### config.mk
export PLATFORM = sky130hd
export DESIGN_NAME = button_event_arbiter
export DESIGN_NICKNAME = d
export VERILOG_FILES = /design/src/rtl/button_event_arbiter_pkg.sv /design/src/rtl/button_event_arbiter_btn_channel.sv /design/src/rtl/button_event_arbiter.sv
export SDC_FILE = /design/constraint.sdc
export NUM_CORES = 1
export LEC_CHECK = 0
export CAP_MARGIN = 10
export CORE_MARGIN = 2
export CORE_UTILIZATION = 57
export DETAILED_ROUTE_END_ITERATION = 12
export PLACE_DENSITY_LB_ADDON = 0.05
export SYNTH_ARGS = -nofsm -noshare
export SYNTH_HDL_FRONTEND = slang
export SYNTH_SLANG_ARGS = --single-unit
### constraint.sdc
create_clock -name clk -period 8.25 [get_ports clk]
set_input_delay 1.65 -clock clk [delete_from_list [all_inputs] [get_ports clk]]
set_output_delay 1.65 -clock clk [all_outputs]
set_load 0.05 [all_outputs]
### src/rtl/button_event_arbiter_pkg.sv
// Shared types for the pushbutton event front end.
package button_event_arbiter_pkg;

   typedef enum logic [0:0] {
      ARB_IDLE  = 1'b0,
      ARB_OFFER = 1'b1
   } arb_state_t;

   localparam arb_state_t ARB_RESET_STATE = ARB_IDLE;

endpackage

### src/rtl/button_event_arbiter_btn_channel.sv
// One pushbutton channel: synchroniser, level debouncer, press-length timer
// and a single-entry pending event slot with sticky overflow flag.
module btn_channel #(
   parameter int DEB_CYCLES  = 1000000,
   parameter int LONG_CYCLES = 100000000,
   parameter int CNT_W       = 28
) (
   input  logic clk,
   input  logic rst,
   input  logic raw,
   input  logic grant_clr,
   input  logic ovf_clr,
   output logic level,
   output logic pend,
   output logic ptype,
   output logic ovf
);

   localparam logic [CNT_W-1:0] DEB_LAST = CNT_W'(DEB_CYCLES - 1);
   localparam logic [CNT_W-1:0] LONG_MAX = CNT_W'(LONG_CYCLES);
   localparam logic [CNT_W-1:0] CNT_ONE  = CNT_W'(1);

   logic             sync1_q, sync2_q;
   logic             db_q, db_d;
   logic [CNT_W-1:0] deb_cnt_q, deb_cnt_d;
   logic [CNT_W-1:0] hold_cnt_q, hold_cnt_d;
   logic             pend_q, pend_d;
   logic             type_q, type_d;
   logic             ovf_q, ovf_d;
   logic             fall;

   always_comb begin
      db_d       = db_q;
      deb_cnt_d  = '0;
      hold_cnt_d = hold_cnt_q;
      pend_d     = pend_q & ~grant_clr;
      type_d     = type_q;
      ovf_d      = ovf_q & ~ovf_clr;
      fall       = 1'b0;

      if (sync2_q != db_q) begin
         if (deb_cnt_q == DEB_LAST) begin
            db_d = ~db_q;
         end else begin
            deb_cnt_d = deb_cnt_q + CNT_ONE;
         end
      end

      if (db_d && !db_q) begin
         hold_cnt_d = '0;
      end else if (db_q && (hold_cnt_q != LONG_MAX)) begin
         hold_cnt_d = hold_cnt_q + CNT_ONE;
      end

      // A release landing on the grant cycle replaces the slot rather than overflowing it.
      fall = db_q && !db_d;
      if (fall) begin
         if (pend_q && !grant_clr) begin
            ovf_d = 1'b1;
         end else begin
            pend_d = 1'b1;
            type_d = (hold_cnt_q >= LONG_MAX);
         end
      end
   end

   always_ff @(posedge clk or posedge rst) begin
      if (rst) begin
         sync1_q    <= 1'b0;
         sync2_q    <= 1'b0;
         db_q       <= 1'b0;
         deb_cnt_q  <= '0;
         hold_cnt_q <= '0;
         pend_q     <= 1'b0;
         type_q     <= 1'b0;
         ovf_q      <= 1'b0;
      end else begin
         sync1_q    <= raw;
         sync2_q    <= sync1_q;
         db_q       <= db_d;
         deb_cnt_q  <= deb_cnt_d;
         hold_cnt_q <= hold_cnt_d;
         pend_q     <= pend_d;
         type_q     <= type_d;
         ovf_q      <= ovf_d;
      end
   end

   assign level = db_q;
   assign pend  = pend_q;
   assign ptype = type_q;
   assign ovf   = ovf_q;

endmodule

### src/rtl/button_event_arbiter.sv
// Pushbutton front end: N debounced channels feeding one round-robin
// valid/ready event port.
//
//   state     | meaning
//   ARB_IDLE  | no offer; latch the next pending channel at/after ptr
//   ARB_OFFER | evt_valid high, id/long frozen until evt_ready
module button_event_arbiter
   import button_event_arbiter_pkg::*;
#(
   parameter int N_BTN       = 4,
   parameter int DEB_CYCLES  = 1000000,
   parameter int LONG_CYCLES = 100000000,
   parameter int CNT_W       = 28,
   parameter int ID_W        = 3
) (
   input  logic             clk,
   input  logic             rst,
   input  logic [N_BTN-1:0] btn_in,
   output logic             evt_valid,
   input  logic             evt_ready,
   output logic [ID_W-1:0]  evt_id,
   output logic             evt_long,
   output logic [N_BTN-1:0] btn_level,
   output logic [N_BTN-1:0] ovf,
   input  logic             ovf_clr
);

   logic [N_BTN-1:0] pend;
   logic [N_BTN-1:0] pend_type;
   logic [N_BTN-1:0] grant_clr;

   arb_state_t       state_q, state_d;
   logic [ID_W-1:0]  ptr_q, ptr_d;
   logic [ID_W-1:0]  id_q, id_d;
   logic             long_q, long_d;

   logic             found_hi, found_lo;
   logic [ID_W-1:0]  pick_hi, pick_lo;
   logic             long_hi, long_lo;

   for (genvar i = 0; i < N_BTN; i++) begin : g_ch
      btn_channel #(
         .DEB_CYCLES  (DEB_CYCLES),
         .LONG_CYCLES (LONG_CYCLES),
         .CNT_W       (CNT_W)
      ) u_ch (
         .clk       (clk),
         .rst       (rst),
         .raw       (btn_in[i]),
         .grant_clr (grant_clr[i]),
         .ovf_clr   (ovf_clr),
         .level     (btn_level[i]),
         .pend      (pend[i]),
         .ptype     (pend_type[i]),
         .ovf       (ovf[i])
      );
   end

   // Round robin without modulo: first pending at/after ptr, else lowest pending.
   always_comb begin
      found_hi = 1'b0;
      found_lo = 1'b0;
      pick_hi  = '0;
      pick_lo  = '0;
      long_hi  = 1'b0;
      long_lo  = 1'b0;
      for (int i = 0; i < N_BTN; i++) begin
         if (!found_hi && pend[i] && (ID_W'(i) >= ptr_q)) begin
            found_hi = 1'b1;
            pick_hi  = ID_W'(i);
            long_hi  = pend_type[i];
         end
         if (!found_lo && pend[i]) begin
            found_lo = 1'b1;
            pick_lo  = ID_W'(i);
            long_lo  = pend_type[i];
         end
      end
   end

   always_comb begin
      state_d   = state_q;
      ptr_d     = ptr_q;
      id_d      = id_q;
      long_d    = long_q;
      grant_clr = '0;
      case (state_q)
         ARB_IDLE: begin
            if (found_lo) begin
               state_d = ARB_OFFER;
               id_d    = found_hi ? pick_hi : pick_lo;
               long_d  = found_hi ? long_hi : long_lo;
            end
         end
         ARB_OFFER: begin
            if (evt_ready) begin
               state_d = ARB_IDLE;
               for (int i = 0; i < N_BTN; i++) begin
                  if (ID_W'(i) == id_q) grant_clr[i] = 1'b1;
               end
               ptr_d = (id_q == ID_W'(N_BTN - 1)) ? '0 : id_q + ID_W'(1);
            end
         end
         default: state_d = ARB_IDLE;
      endcase
   end

   always_ff @(posedge clk or posedge rst) begin
      if (rst) begin
         state_q <= ARB_RESET_STATE;
         ptr_q   <= '0;
         id_q    <= '0;
         long_q  <= 1'b0;
      end else begin
         state_q <= state_d;
         ptr_q   <= ptr_d;
         id_q    <= id_d;
         long_q  <= long_d;
      end
   end

   assign evt_valid = (state_q == ARB_OFFER);
   assign evt_id    = id_q;
   assign evt_long  = long_q;

endmodule

======== Word level (Yosys, flattened, before mapping) ========
Index checks and enable logic that the tools add are counted.
word-level totals
  register bits ........................... 256
  word-level logic and storage cells ...... 220
operators by class
  add/sub/neg operators ................... 9
  order comparisons ....................... 8
  equal/unequal tests ..................... 16
  mux-type cells .......................... 74
  bitwise operators ....................... 22
  reductions and logical operators ........ 55
operator list
  kind                     number
  $mux W28                 16
  $add A28 B1 Y28 const B  8
  $eq A28 B20 Y1 const B   4
  $ge A28 B27 Y1 const B   4
  $ne A28 B27 Y1 const B   4
  $mux W1                  49
  $logic_and A1 B1 Y1      26
  $logic_not A1 Y1         18
  $mux W3                  6
  $not A1 Y1               14
  $reduce_and A2 Y1        6
  $and A1 B1 Y1            8
  $mux W4                  2
  $reduce_bool A2 Y1       4
  $eq A2 B3 Y1 const A     2
  $ge A1 B3 Y1 const A     2
  $ge A2 B3 Y1 const A     2
  $ne A1 B1 Y1             4
  $add A3 B1 Y3 const B    1
  $eq A1 B3 Y1 const A     1
  $eq A3 B2 Y1 const B     1
  $logic_not A3 Y1         1
  $pmux W1 S2              1

======== Longest topological paths before layout ========
Gate-level depths: netlist of run 1.
  depth in word-level cells ............... 16
  mapped depth ............................ 8
  depth with buffers taken out ............ 7

======== Hierarchy ========
A second synthesis of run 1 with hierarchy kept.
second synthesis, totals
  cells, all modules ...................... 1,441
  area total of the unflattened synthesis .. 13,743.2 um^2
modules (own cells, without submodules)
  module                          times used  cells each  area an instance (um^2)
  btn_channel (g_ch[0].u_ch ...)  3           344         3,276.9
  btn_channel (g_ch[2].u_ch)      1           348         3,359.5
  button_event_arbiter            1           61          553.0

======== Worst setup path before layout of run 1 ========
Ideal clock, no wire load.
  kind .................................... input-to-reg
  from .................................... in evt_ready
  to ...................................... reg g_ch[2].u_ch.type_q
  data arrival time ....................... 2.644 ns
  data required time ...................... 8.125 ns
  path slack .............................. 5.482 ns
  cell stages on the path ................. 6
  cell sequence ........................... and2_1 > clkbuf_1 > nand2_1 > nand2_1 > nor3b_1 > mux2_2
between the ends
  cells in the longest elaborated chain, start to end .. 6
RTL lines
  element                      RTL line                                RTL
  from (decl)                  button_event_arbiter.sv:20              input logic evt_ready,
  $mux W4                      button_event_arbiter.sv:96              if (evt_ready) begin
  $mux W4                      button_event_arbiter.sv:87              case (state_q)
  $logic_not A1 Y1             button_event_arbiter_btn_channel.sv:58  if (pend_q && !grant_clr) begin
  $logic_and A1 B1 Y1          button_event_arbiter_btn_channel.sv:58
  $not A1 Y1 (no line)         n/a
  $reduce_and A2 Y1 (no line)  n/a
  to (signal assigned)         button_event_arbiter_btn_channel.sv:84  type_q <= type_d;
  to (decl)                    button_event_arbiter_btn_channel.sv:28  logic type_q, type_d;
Every way passes these cells.
A chain may end at the register's enable or synchronous reset.

======== Worst setup path in the final report of run 1 ========
  from .................................... reg g_ch[0].u_ch.db_q
  to ...................................... out btn_level[0]
RTL lines
  element                 RTL line                                RTL
  from (decl)             button_event_arbiter_btn_channel.sv:24  logic db_q, db_d;
  from (signal assigned)  button_event_arbiter_btn_channel.sv:71  db_q <= 1'b0;
  from (signal assigned)  button_event_arbiter_btn_channel.sv:80  db_q <= db_d;
  to (decl)               button_event_arbiter.sv:23              output logic [N_BTN-1:0] btn_level,
No word-level cell between the ends.

==> results of run 1 <==
## logic make-up (layout without fill, tap and decap cells)
group | Yosys count | count (layout) | synth area share
other | 1 | 1 | 0.000282
flip-flops | 254 | 254 | 0.477
adder cells (fa/ha/maj) | 16 | 16 | 0.0150
AO/OA/AOI/OAI | 86 | 86 | 0.0426
AND/OR/NAND/NOR | 743 | 743 | 0.290
buffers and inverters | 107 | 122 | 0.0359
multiplexers | 13 | 13 | 0.0106
XOR/XNOR | 194 | 194 | 0.128
## layer usage
metal  global-route usage  part of all wire
met5                    0                 0
met4               0.0524             0.018
met3               0.0260             0.032
met2                0.330              0.44
met1                0.338              0.51
## layout make-up
class,instances,share of cell area
Timing Repair Buffer,24,0.0165
Inverter,46,0.0121
Multi-Input combinational cell,1053,0.444
Sequential cell,254,0.436
Clock buffer,40,0.0581
Tap cell,313,0.0269
Clock inverter,12,0.00601
## stage by stage
stage	instance area [um^2]	hold WS, ps	total power [mW]	utilization	std cells
floorplan	13300	331	1.46	-	1414
global placement	13600	333	1.51	0.599	1690
detailed placement	13600	337	1.51	0.599	1690
CTS	14600	343	2.76	0.640	1742
global route	14600	349	2.84	0.640	1742
finish	14600	340	2.73	0.640	1742
## cell usage after synthesis, types with 3 or more instances
cell,instances,share of area
buf_2,13,0.0049
nor4_1,51,0.024
o211ai_1,4,0.0023
nand4b_1,5,0.0033
mux2_2,9,0.0076
a41oi_1,4,0.0026
or2_2,3,0.0014
xnor2_1,116,0.076
nand2_1,96,0.027
nand4_1,66,0.031
and4_1,24,0.016
nor4b_1,9,0.0059
mux2i_1,4,0.0030
and3_1,35,0.016
inv_1,46,0.013
buf_4,12,0.0068
nand3_1,90,0.034
nand3b_1,5,0.0028
a21oi_1,19,0.0071
o21ai_0,20,0.0075
or4_1,8,0.0045
ha_1,16,0.015
o31ai_1,5,0.0028
and2_1,14,0.0066
nor3b_1,4,0.0023
o22ai_1,5,0.0023
a21o_1,4,0.0023
nor4bb_1,3,0.0023
clkbuf_1,32,0.0090
or3_1,7,0.0033
nor3_1,56,0.021
dfrtp_1,254,0.48
xor2_1,78,0.051
nand2b_1,9,0.0042
nor2_1,240,0.068
## power breakdown
group	switching [mW]	internal, mW	leakage (nW)
logic	0.117	0.0604	2.10
clock network	0.497	0.742	0.472
registers	0.0365	1.27	3.51
total	0.650	2.08	6.08
## placed cells by master (no fill, tap or decap), types with 9 or more instances in the layout
master           netlist  final
clkinv_2               0     10
clkdlybuf4s50_1        0     19
nor4b_1                9      9
xnor2_1              116    116
ha_1                  16     16
and2_1                14     14
and3_1                35     35
inv_1                 46     45
nand2_1               96     96
o21ai_0               20     20
and4_1                24     24
a21oi_1               19     19
mux2_2                 9      9
nand3_1               90     90
nand2b_1               9      9
nor2_1               240    240
xor2_1                78     78
nor4_1                51     51
nand4_1               66     66
clkbuf_16              0     29
nor3_1                56     56
dfrtp_1              254    254
## worst paths after layout
check / slack [ps] / start / end / cells after the start
max: 4490 / g_ch[0].u_ch.level / btn_level[0] / 1
min: 340 / g_ch[2].u_ch.sync1_q / g_ch[2].u_ch.sync2_q / 0
max reg2reg: 5450 / g_ch[3].u_ch.deb_cnt_q[16] / g_ch[3].u_ch.deb_cnt_q[22] / 5
min reg2reg: 340 / g_ch[2].u_ch.sync1_q / g_ch[2].u_ch.sync2_q / 0
max in group asynchronous: 5720 / rst / g_ch[1].u_ch.hold_cnt_q[1] / 3
min in group asynchronous: 1690 / rst / g_ch[0].u_ch.deb_cnt_q[19] / 3
## sequential cells by signal (all words and copies together) (netlist names)
signal / cells
g_ch.u_ch.pend: 4
g_ch.u_ch.ovf: 4
g_ch.u_ch.sync2_q: 4
g_ch.u_ch.sync1_q: 4
evt_valid: 1
g_ch.u_ch.hold_cnt_q: 112
evt_long: 1
g_ch.u_ch.deb_cnt_q: 112
g_ch.u_ch.ptype: 4
ptr_q: 2
g_ch.u_ch.level: 4
evt_id: 2
==> results.cfg, run 1 <==
[routing]
drc = 0
wl_mm = 25.9
ant_nets = 0
dr.pass1.iters = 5
post_drt_wl_per_cell_um = 14.8
vias = 9835
drtIter0Drc = 690
vias_per_cell = 5.65

[synthesis]
synth_async_sr_flop_share = 1.00
ys.warnings.count = 0
synthesis.nets = 1438
syn_avg_cell_area_um2 = 9.41
ys.flop_type = dfrtp_1
netlist_instances = 1414
yosysSeqAreaShare = 0.477
yosysUniqueCellTypes = 69
ys_seq_elements = 254
netlist_area_um2 = 13300
synth-edff-count = 0

[worst_setup_path]
worst-path-max-fanout = 18
crit_arrival_ps = 2110
worstPathRequired_ps = 6600
cpPeakStageDelay_ps = 900
critPathTopFamily = buffers and inverters
worst-path-buf-inv = 1
path_class = register to output pin
cp_cell_sequence = clkdlybuf4s50_1
end_kind = output pin
cp_slowest_cell = clkdlybuf4s50_1
crit_path_start_kind = register

[cells_and_area]
areaGrowthSynthToFinish_pct = 9.50
drive_above_1_share = 0.0588
num-nets-final = 1432
seqCellArea_um2 = 6360
num_antenna_cells = 0
fillCellCount = 1861
multi_input_area_um2 = 6480

[floorplanning]
rows = 55
fp.dieArea_um2 = 24600
ioPinCount = 21
coreArea_um2 = 22800
start_util = 0.584
die-height_um = 157
die_w_um = 157

[global_route]
grt_pass1_wl_mm = 45.3
first_global_vias = 9206
grt_max_degree = 188
grt_overflow = 0
grt_util_all_layers = 0.219
antenna_found_initial = 0

[sta]
max_freq_mhz = 266
setup_viol = 0
rsz0062_at_grt = false
tns_ps = 0
maxSlewHeadroom = 0.299
finClkSkew_ps = 16.2
tightest_slew_ps = 1050
fin_crit_ps = 3760
drv_slew = 0
final-hold-violation-count = 0
min_period_over_period = 0.456
setup_slack_ps = 4490

[cts]
ctsResizeCount = 0
numCtsBuffers = 29
cts_sinks = 254
insertion_delay_ps = 540
cts_max_path_buffers = 3
hold_buffers = 0
tritoncts = built
path_clk_slew_ps = 60
htreeDepth = 1
ctsRootBufferMaster = clkbuf_16
postCtsSetupRepairBufs = 0

[pwr]
power.density_nw_per_um2 = 187
ir_worst_vdd_v = 0.000172
leakagePower_nw = 6.08

[flow_run]
maxCapViolCount = 0

[place]
place_ws_ps = 4970
port-buffer-count = 19
place_congestion = 0.843
place_hpwl_mm = 16.9

[hold_path]
hold_path_class = register to register

[outcome]
run_status = complete, no violations
Note: power is estimated with default switching activity, not from simulation.
==> run 2, diff against run 1 <==
- CORE_UTILIZATION: 57 -> 63
- clock period: 8.25 -> 3.8 ns (I/O delays scaled with it)
==> run 2 against run 1 <==
Clock power grew 120%. Routed wire length is 2.4% higher. Sequential power rose by 120%. Clock skew down 8.4 ps. Flip-flop and latch count unchanged. Total power grew 120%. First-iteration DRC count down 35%. Critical endpoint unchanged. Largest cell class unchanged.
==> results.cfg, run 2 (synthesis gave the netlist of run 1 again) <==
[hold_path]
hold_path_class = register to register
hp-start = g_ch[2].u_ch.sync1_q

[global_route]
grt_util_all_layers = 0.240
grt_max_degree = 59
antenna_found_initial = 0
grt_pass1_wl_mm = 45.0
grt_overflow = 0
first_global_vias = 9379

[worst_setup_path]
ff2ff_path_depth = 5
crit_path_start_kind = register
worst-path-max-fanout = 18
end_kind = output pin
reg2reg_slack_ps = 1020
path_class = register to output pin
critPathCapture = btn_level[0]
critPathTopFamily = buffers and inverters
worst-path-buf-inv = 1
path_depth = 1
cp_cell_sequence = clkdlybuf4s50_1
startpoint = g_ch[0].u_ch.level
r2r-start = g_ch[2].u_ch.deb_cnt_q[20]
cpPeakStageDelay_ps = 910
cp_slowest_cell = clkdlybuf4s50_1
reg2reg_to = g_ch[2].u_ch.hold_cnt_q[5]
worstPathRequired_ps = 3040
crit_arrival_ps = 2150

[routing]
drc = 0
vias = 9973
ant_nets = 0
wl_mm = 26.5
vias_per_cell = 5.84
dr.pass1.iters = 4
post_drt_wl_per_cell_um = 15.5
drtIter0Drc = 450

[sta]
max_freq_mhz = 344
min_period_over_period = 0.766
fin_crit_ps = 2910
finClkSkew_ps = 7.85
rsz0062_at_grt = false
timing.hold.ws_ps = 352
tightest_slew_ps = 923
maxSlewHeadroom = 0.383
setup_viol = 0
drv_slew = 0
final-hold-violation-count = 0

[cts]
hold_buffers = 0
tritoncts = built
ctsRootBufferMaster = clkbuf_16
cts_max_path_buffers = 3
insertion_delay_ps = 530
numCtsBuffers = 27
postCtsSetupRepairBufs = 0
cts_sinks = 254
path_clk_slew_ps = 60
ctsResizeCount = 0
htreeDepth = 1

[cells_and_area]
areaGrowthSynthToFinish_pct = 9.36
fin_area_um2 = 14600
num_antenna_cells = 0
fillCellCount = 1638
reg_top3 = g_ch.u_ch.deb_cnt_q x112, g_ch.u_ch.hold_cnt_q x112
drive_above_1_share = 0.0608
num-nets-final = 1435
final_common_cell = dfrtp_1
seqCellArea_um2 = 6360
final_cell_mix = dfrtp_1, nor2_1, xnor2_1
multi_input_area_um2 = 6480

[floorplanning]
die_w_um = 149
rows = 53
ioPinCount = 21
fp.dieArea_um2 = 22300
start_util = 0.637
die-height_um = 149
coreArea_um2 = 20900

[place]
place_hpwl_mm = 17.7
port-buffer-count = 19
place_congestion = 0.817
place_area_um2 = 13600

[pwr]
power.density_nw_per_um2 = 408
ir_worst_vdd_v = 0.000289
leakagePower_nw = 6.07

[outcome]
run_status = complete, no violations

[flow_run]
maxCapViolCount = 0
run 2: cell types whose count changed in the layout (fill, tap and decap cells not counted), sizes merged:
cell | previous run | this run
buf | 5 | 10
clkbuf | 40 | 34
inv | 45 | 46
clkinvlp | 2 | 6
bufinv | 1 | 3
clkinv | 10 | 7
run 2: layout make-up:
cell class	instances	area share
well taps	275	0.0236
clock inverters	16	0.0118
repair buffers	29	0.0199
clock buffers	34	0.0510
inverters	46	0.0121
multi-input cells	1053	0.445
flip-flops and latches	254	0.437
run 2: report_power, final:
group	internal, mW	total (mW)	leakage (nW)	switching [mW]
sequential	2.76	2.85	3.51	0.0859
combinational	0.133	0.390	2.12	0.258
clock	1.59	2.69	0.440	1.10
total	4.49	5.93	6.07	1.45
run 2: worst min-delay path by stage:
stage	cells after the start	slack, ps	to
after floorplan	0	330	g_ch[0].u_ch.sync2_q
after global placement	0	330	g_ch[3].u_ch.sync2_q
after detailed placement	0	340	g_ch[2].u_ch.sync2_q
after CTS	0	360	g_ch[2].u_ch.sync2_q
after global routing	0	360	g_ch[2].u_ch.sync2_q
final	0	350	g_ch[2].u_ch.sync2_q
run 2: stage by stage:
step                setup TNS (ps)  total power [mW]  std cells   util  setup slack (ps)
finish                           0              5.93       1707  0.697               891
global route                     0              6.16       1707  0.697               767
CTS                              0              5.99       1707  0.697               889
detailed placement               0              3.29       1657  0.653              1020
global placement                 0              3.28       1657  0.653              1150
floorplan                   -77130              3.16       1414      -              -304
run 2: per-layer routing:
layer | vias up | wire length (um) | global-route usage
met5 | - | 0 | 0
met2 | 156 | 12400 | 0.389
li1 | 4927 | - | -
met3 | 39 | 888 | 0.0278
met1 | 4851 | 12700 | 0.348
met4 | 0 | 418 | 0.0552
==> RTL change 1 (flow settings as in run 1) <==
Add an input register stage for `btn_in`; this delays it by one clock. The other inputs are not delayed to match.
--- a/src/rtl/button_event_arbiter.sv
+++ b/src/rtl/button_event_arbiter.sv
@@ -25,6 +25,12 @@
    input  logic             ovf_clr
 );
 
+   logic [N_BTN-1:0] btn_q;
+
+   always_ff @(posedge clk) begin
+      btn_q <= btn_in;
+   end
+
    logic [N_BTN-1:0] pend;
    logic [N_BTN-1:0] pend_type;
    logic [N_BTN-1:0] grant_clr;
@@ -46,7 +52,7 @@
       ) u_ch (
          .clk       (clk),
          .rst       (rst),
-         .raw       (btn_in[i]),
+         .raw       (btn_q[i]),
          .grant_clr (grant_clr[i]),
          .ovf_clr   (ovf_clr),
          .level     (btn_level[i]),
Function: same outputs for any inputs over 10 cycles, from zero or initial values and one cycle with rst high; that may be too few to reach the edited logic, so the function may still have changed.
==> RTL change 1 against run 1 <==
  * Power increased by 6.4%
  * Global-route usage decreased by 0.55 points
  * Count of clock-buffer cells in the layout unchanged
  * Die area decreased by 3.0%
  * Worst setup slack improved by 0.022 ns
  * Wire length decreased by 5.7%
  * Synthesized area decreased by 3.0%
  * Design area decreased by 1.7%
  * Sequential cell count increased by 4
==> RTL change 1: results (changes against run 1) <==
| Metric | Value |
|---|---|
| CTS Buffer Depth | `3 (unchanged)` |
| CTS resizes | `0 (unchanged)` |
| Status | `complete, no violations (unchanged)` |
| Max H-tree Level | `1 (unchanged)` |
| Compound-Gate Fraction of Synth Area | `3.31% (was 4.26%)` |
| Dpl ws | `4.81 ns (was 4.97 ns)` |
| Hold_sp | `btn_q[0] (was g_ch[2].u_ch.sync1_q)` |
| Worst Hold Margin | `0.329 ns (was 0.340 ns)` |
| Hold EP | `g_ch[0].u_ch.sync1_q (was g_ch[2].u_ch.sync2_q)` |
| P_leak | `6.34 nW (was 6.08 nW)` |
| GP Congestion | `0.811 (was 0.843)` |
| Worst Skew | `0.0114 ns (was 0.0162 ns)` |
| Worst R2R Setup Slack | `5.56 ns (was 5.45 ns)` |
| GR Util met3 | `2.61% (was 2.60%)` |
| Total GRT Usage | `21.4% (was 21.9%)` |
| Netlist cell types | `62 (was 69)` |
| Reg-to-reg startpoint | `g_ch[3].u_ch.deb_cnt_q[6] (was g_ch[3].u_ch.deb_cnt_q[16])` |
| CP max stage cell | `clkdlybuf4s50_1 (unchanged)` |
| DPL Wire Length | `16.1 mm (was 16.9 mm)` |
| Ys Warns | `0 (unchanged)` |
| Adder-Cell Fraction of Synth Area | `1.55% (was 1.50%)` |
| DR WL met2 | `11.3 mm (about the same)` |
| Synth area leaders | `dfrtp_1, xor2_1, nor2_1 (was dfrtp_1, xnor2_1, nor2_1)` |
| Number of global-route vias before repair | `9185 (was 9206)` |
| R2R Path End | `g_ch[3].u_ch.deb_cnt_q[9] (was g_ch[3].u_ch.deb_cnt_q[22])` |
| Drt first pass iters | `5 (unchanged)` |
| Largest delay contributor family on the critical path | `buffers and inverters (unchanged)` |
| Post-route non-filler standard cell count | `1640 (was 1742)` |
| First-pass GRT wire length | `43.4 mm (was 45.3 mm)` |
| Mux cell area share after synthesis | `1.17% (was 1.06%)` |
| GR Util met1 | `30.8% (was 33.8%)` |
| Final worst path period need | `3.74 ns (was 3.76 ns)` |
| Clock Tree Root | `clkbuf_16 (unchanged)` |
| Largest net degree at the start of global routing | `161 (was 188)` |
| Post-Route M1 WL | `12.0 mm (was 13.3 mm)` |
| Part of the Yosys area used for sequential elements | `49.9% (was 47.7%)` |
| CP max FO | `14 (was 18)` |
| Slew margin rel. | `23.8% (was 29.9%)` |
| Post-synthesis xor/xnor area fraction | `13.7% (was 12.8%)` |
| Synthesized instance count | `1319 (was 1414)` |
| VDD IR max | `0.000143 V (was 0.000172 V)` |
| Ys async rst share | `98.4% (was 100%)` |
| Synth cell count leaders | `dfrtp_1, nor2_1, xor2_1 (was dfrtp_1, nor2_1, xnor2_1)` |
| Met2 GRT Util | `35.1% (was 33.0%)` |
| Nets | `1356 (was 1432)` |
| Dpl cell area | `13300 um^2 (was 13600 um^2)` |
| Initial antenna violation count | `0 (unchanged)` |
| DRC marker count from the first detailed-route iteration | `566 (was 690)` |
| Vias | `9251 (was 9835)` |
| Avg WL per Cell | `14.9 um (was 14.8 um)` |
| Layout cells sized above 1 | `6.27% (was 5.88%)` |
| Routed wl met3 | `686 um (was 822 um)` |
## RTL change 1: cell types whose count changed after synthesis, sizes merged, moves of 16 or more
| cell | run 1 | this run |
|---|---|---|
| clkbuf | 32 | 10 |
| nor4 | 55 | 36 |
| nor3 | 56 | 26 |
| xnor2 | 116 | 56 |
| xor2 | 78 | 146 |
| nand4 | 68 | 84 |
## RTL change 1: worst register-to-register path: stages (launching register included)
cell     delay, ns
dfrtp_1       0.44
nor4_1        0.35
nand4_1       0.25
nor3_1        0.62
a21o_1        0.74
nor2_1        0.14
## RTL change 1: where the power goes
part / internal (mW) / switching (mW) / total, mW
sequential: 1.29 / 0.0405 / 1.33
clock: 0.886 / 0.506 / 1.39
combinational: 0.0589 / 0.114 / 0.173
total: 2.24 / 0.661 / 2.90
## RTL change 1: final cells by class
type                       count  area, um^2
fill                        1864        8110
sequential                   258        6440
multi-input combinational    985        6110
clock buffer                  40         827
tap                          285         357
clock inverter                14         229
timing repair buffer          22         225
inverter                      36         139
==> RTL change 2 (settings of run 1) <==
Made on the original files. Set the parameter `N_BTN` to 5 (it was 4).
--- a/src/rtl/button_event_arbiter.sv
+++ b/src/rtl/button_event_arbiter.sv
@@ -7,7 +7,7 @@
 module button_event_arbiter
    import button_event_arbiter_pkg::*;
 #(
-   parameter int N_BTN       = 4,
+   parameter int N_BTN       = 5,
    parameter int DEB_CYCLES  = 1000000,
    parameter int LONG_CYCLES = 100000000,
    parameter int CNT_W       = 28,
Ports: changed (resized btn_in, btn_level and ovf); port bits go from 21 to 24. The function was not compared with the original's and may differ.
==> RTL change 2 against run 1 <==
  * Largest cell class unchanged
  * Via count rose by 24%
  * First-iteration DRC count is 13% higher
  * Utilization is 0.47 points lower
  * Design area rose by 25%
  * Sequential cell count rose by 64
  * Wire length rose by 27%
  * Sequential share of layout area rose by 0.16 points
  * Worst setup slack improved by 0.014 ns
  * Power up 33%
  * Fmax is 0.38% higher
  * Final cell count grew 22%
  * Non-clock buffer count rose by 5
  * Synthesized area up 24%
  * Die area is 23% higher
==> RTL change 2: results (changes against run 1) <==
| Metric | Value |
|---|---|
| Worst Skew | `0.0147 ns (was 0.0162 ns)` |
| Number of global-route vias before repair | `12000 (was 9206)` |
| Nets | `1749 (was 1432)` |
| Layout cells sized above 1 | `6.88% (was 5.88%)` |
| Netlist cell types | `71 (was 69)` |
| CTS resizes | `0 (unchanged)` |
| Die area | `30300 um^2 (was 24600 um^2)` |
| Part of the Yosys area used for sequential elements | `48.2% (was 47.7%)` |
| Avg WL per Cell | `15.5 um (was 14.8 um)` |
| Diode count | `0 (unchanged)` |
| Biggest regs | `g_ch.u_ch.deb_cnt_q x140, g_ch.u_ch.hold_cnt_q x140 (was g_ch.u_ch.deb_cnt_q x112, g_ch.u_ch.hold_cnt_q x112)` |
| Largest net degree at the start of global routing | `141 (was 188)` |
| Skew-Pair Late Insertion Delay | `0.52 ns (was 0.54 ns)` |
| Setup crit start | `g_ch[3].u_ch.level (was g_ch[0].u_ch.level)` |
| Worst Hold Margin | `0.357 ns (was 0.340 ns)` |
| Ys Warns | `0 (unchanged)` |
| Reg clk slew, reported paths | `0.05 ns` |
| Slew margin rel. | `32.4% (was 29.9%)` |
| CTS Buf Count | `36 (was 29)` |
| CP max FO | `15 (was 18)` |
| VDD IR max | `0.000170 V (was 0.000172 V)` |
| Hold EP | `g_ch[4].u_ch.sync2_q (was g_ch[2].u_ch.sync2_q)` |
| P_leak | `7.73 nW (was 6.08 nW)` |
| Reg-to-reg startpoint | `g_ch[2].u_ch.deb_cnt_q[8] (was g_ch[3].u_ch.deb_cnt_q[16])` |
| R2R Path End | `g_ch[2].u_ch.deb_cnt_q[21] (was g_ch[3].u_ch.deb_cnt_q[22])` |
| Port buffer count | `23 (was 19)` |
| Status | `complete, no violations (unchanged)` |
| DRC marker count from the first detailed-route iteration | `778 (was 690)` |
| Total GRT Usage | `22.6% (was 21.9%)` |
| Sw frac | `24.5% (was 23.8%)` |
| Synth area leaders | `dfrtp_1, xor2_1, nor2_1 (was dfrtp_1, xnor2_1, nor2_1)` |
| Synth cell count leaders | `dfrtp_1, nor2_1, xor2_1 (was dfrtp_1, nor2_1, xnor2_1)` |
| Via density | `5.72 (was 5.65)` |
| Worst R2R Setup Slack | `5.60 ns (was 5.45 ns)` |
| Max H-tree Level | `2 (was 1)` |
| Hold_sp | `g_ch[4].u_ch.sync1_q (was g_ch[2].u_ch.sync1_q)` |
| CP peak stage delay | `0.92 ns (was 0.90 ns)` |
| DPL Wire Length | `21.7 mm (was 16.9 mm)` |
| First-pass GRT wire length | `58.2 mm (was 45.3 mm)` |
==> RTL change 2: changes by cell type after synthesis, moves of 13 or more <==
cell / run 1 / this run
or3_1: 7 / 20
nor2_1: 240 / 305
xor2_1: 78 / 135
nand4_1: 66 / 94
dfrtp_1: 254 / 318
nand3_1: 90 / 106
nand2_1: 96 / 113
nor3_1: 56 / 43
==> RTL change 2: power groups by stage <==
stage          combinational (mW)  sequential [mW]  clock [mW]
3_5_place_dp                0.310             1.69           0
2_1_floorplan               0.194             1.70           0
6_report                    0.307             1.66        1.66
4_1_cts                     0.312             1.66        1.70
3_3_place_gp                0.307             1.68           0
5_1_grt                     0.343             1.67        1.78
==> RTL change 2: cell type report <==
cell class	count	area (um^2)
timing repair buffer	29	288
multi-input combinational	1280	8010
tap	384	480
inverter	55	210
clock inverter	13	201
clock buffer	50	1030
fill	2393	10400
sequential	318	7960
==> RTL change 2: logic make-up (layout without fill, tap and decap cells) <==
group                    after synthesis  in the layout  synth area share [%]
adder cells (fa/ha/maj)               20             20                  1.52
multiplexers                          22             22                  1.42
buffers and inverters                113            147                  3.19
AO/OA/AOI/OAI                        101            101                  4.09
AND/OR/NAND/NOR                      897            897                  28.8
XOR/XNOR                             240            240                  12.7
flip-flops                           318            318                  48.2
==> RTL change 2: metal layers <==
layer | share of wire, % | track usage [%]
met2 | 47 | 36.8
met4 | 2.3 | 6.69
met1 | 47 | 31.7
met3 | 3.2 | 3.04
met5 | 0 | 0
==> RTL change 2: worst max-delay path by stage <==
| stage | cells after the start | to | slack (ns) |
|---|---|---|---|
| floorplan | 1 | evt_id[0] | 2.36 |
| global placement | 3 | g_ch[4].u_ch.hold_cnt_q[21] | 4.52 |
| detailed placement | 3 | g_ch[4].u_ch.hold_cnt_q[21] | 4.51 |
| CTS | 1 | btn_level[3] | 4.49 |
| global route | 1 | btn_level[3] | 4.47 |
| finish | 1 | btn_level[3] | 4.50 |
==> RTL change 2: per-stage QoR <==
step / setup slack [ns] / std cells / cell area [um^2]
final: 4.50 / 2129 / 18200
after global routing: 4.47 / 2129 / 18200
after CTS: 4.49 / 2129 / 18200
after detailed placement: 4.51 / 2066 / 16900
after global placement: 4.52 / 2066 / 16900
after floorplan: 2.36 / 1711 / 16500
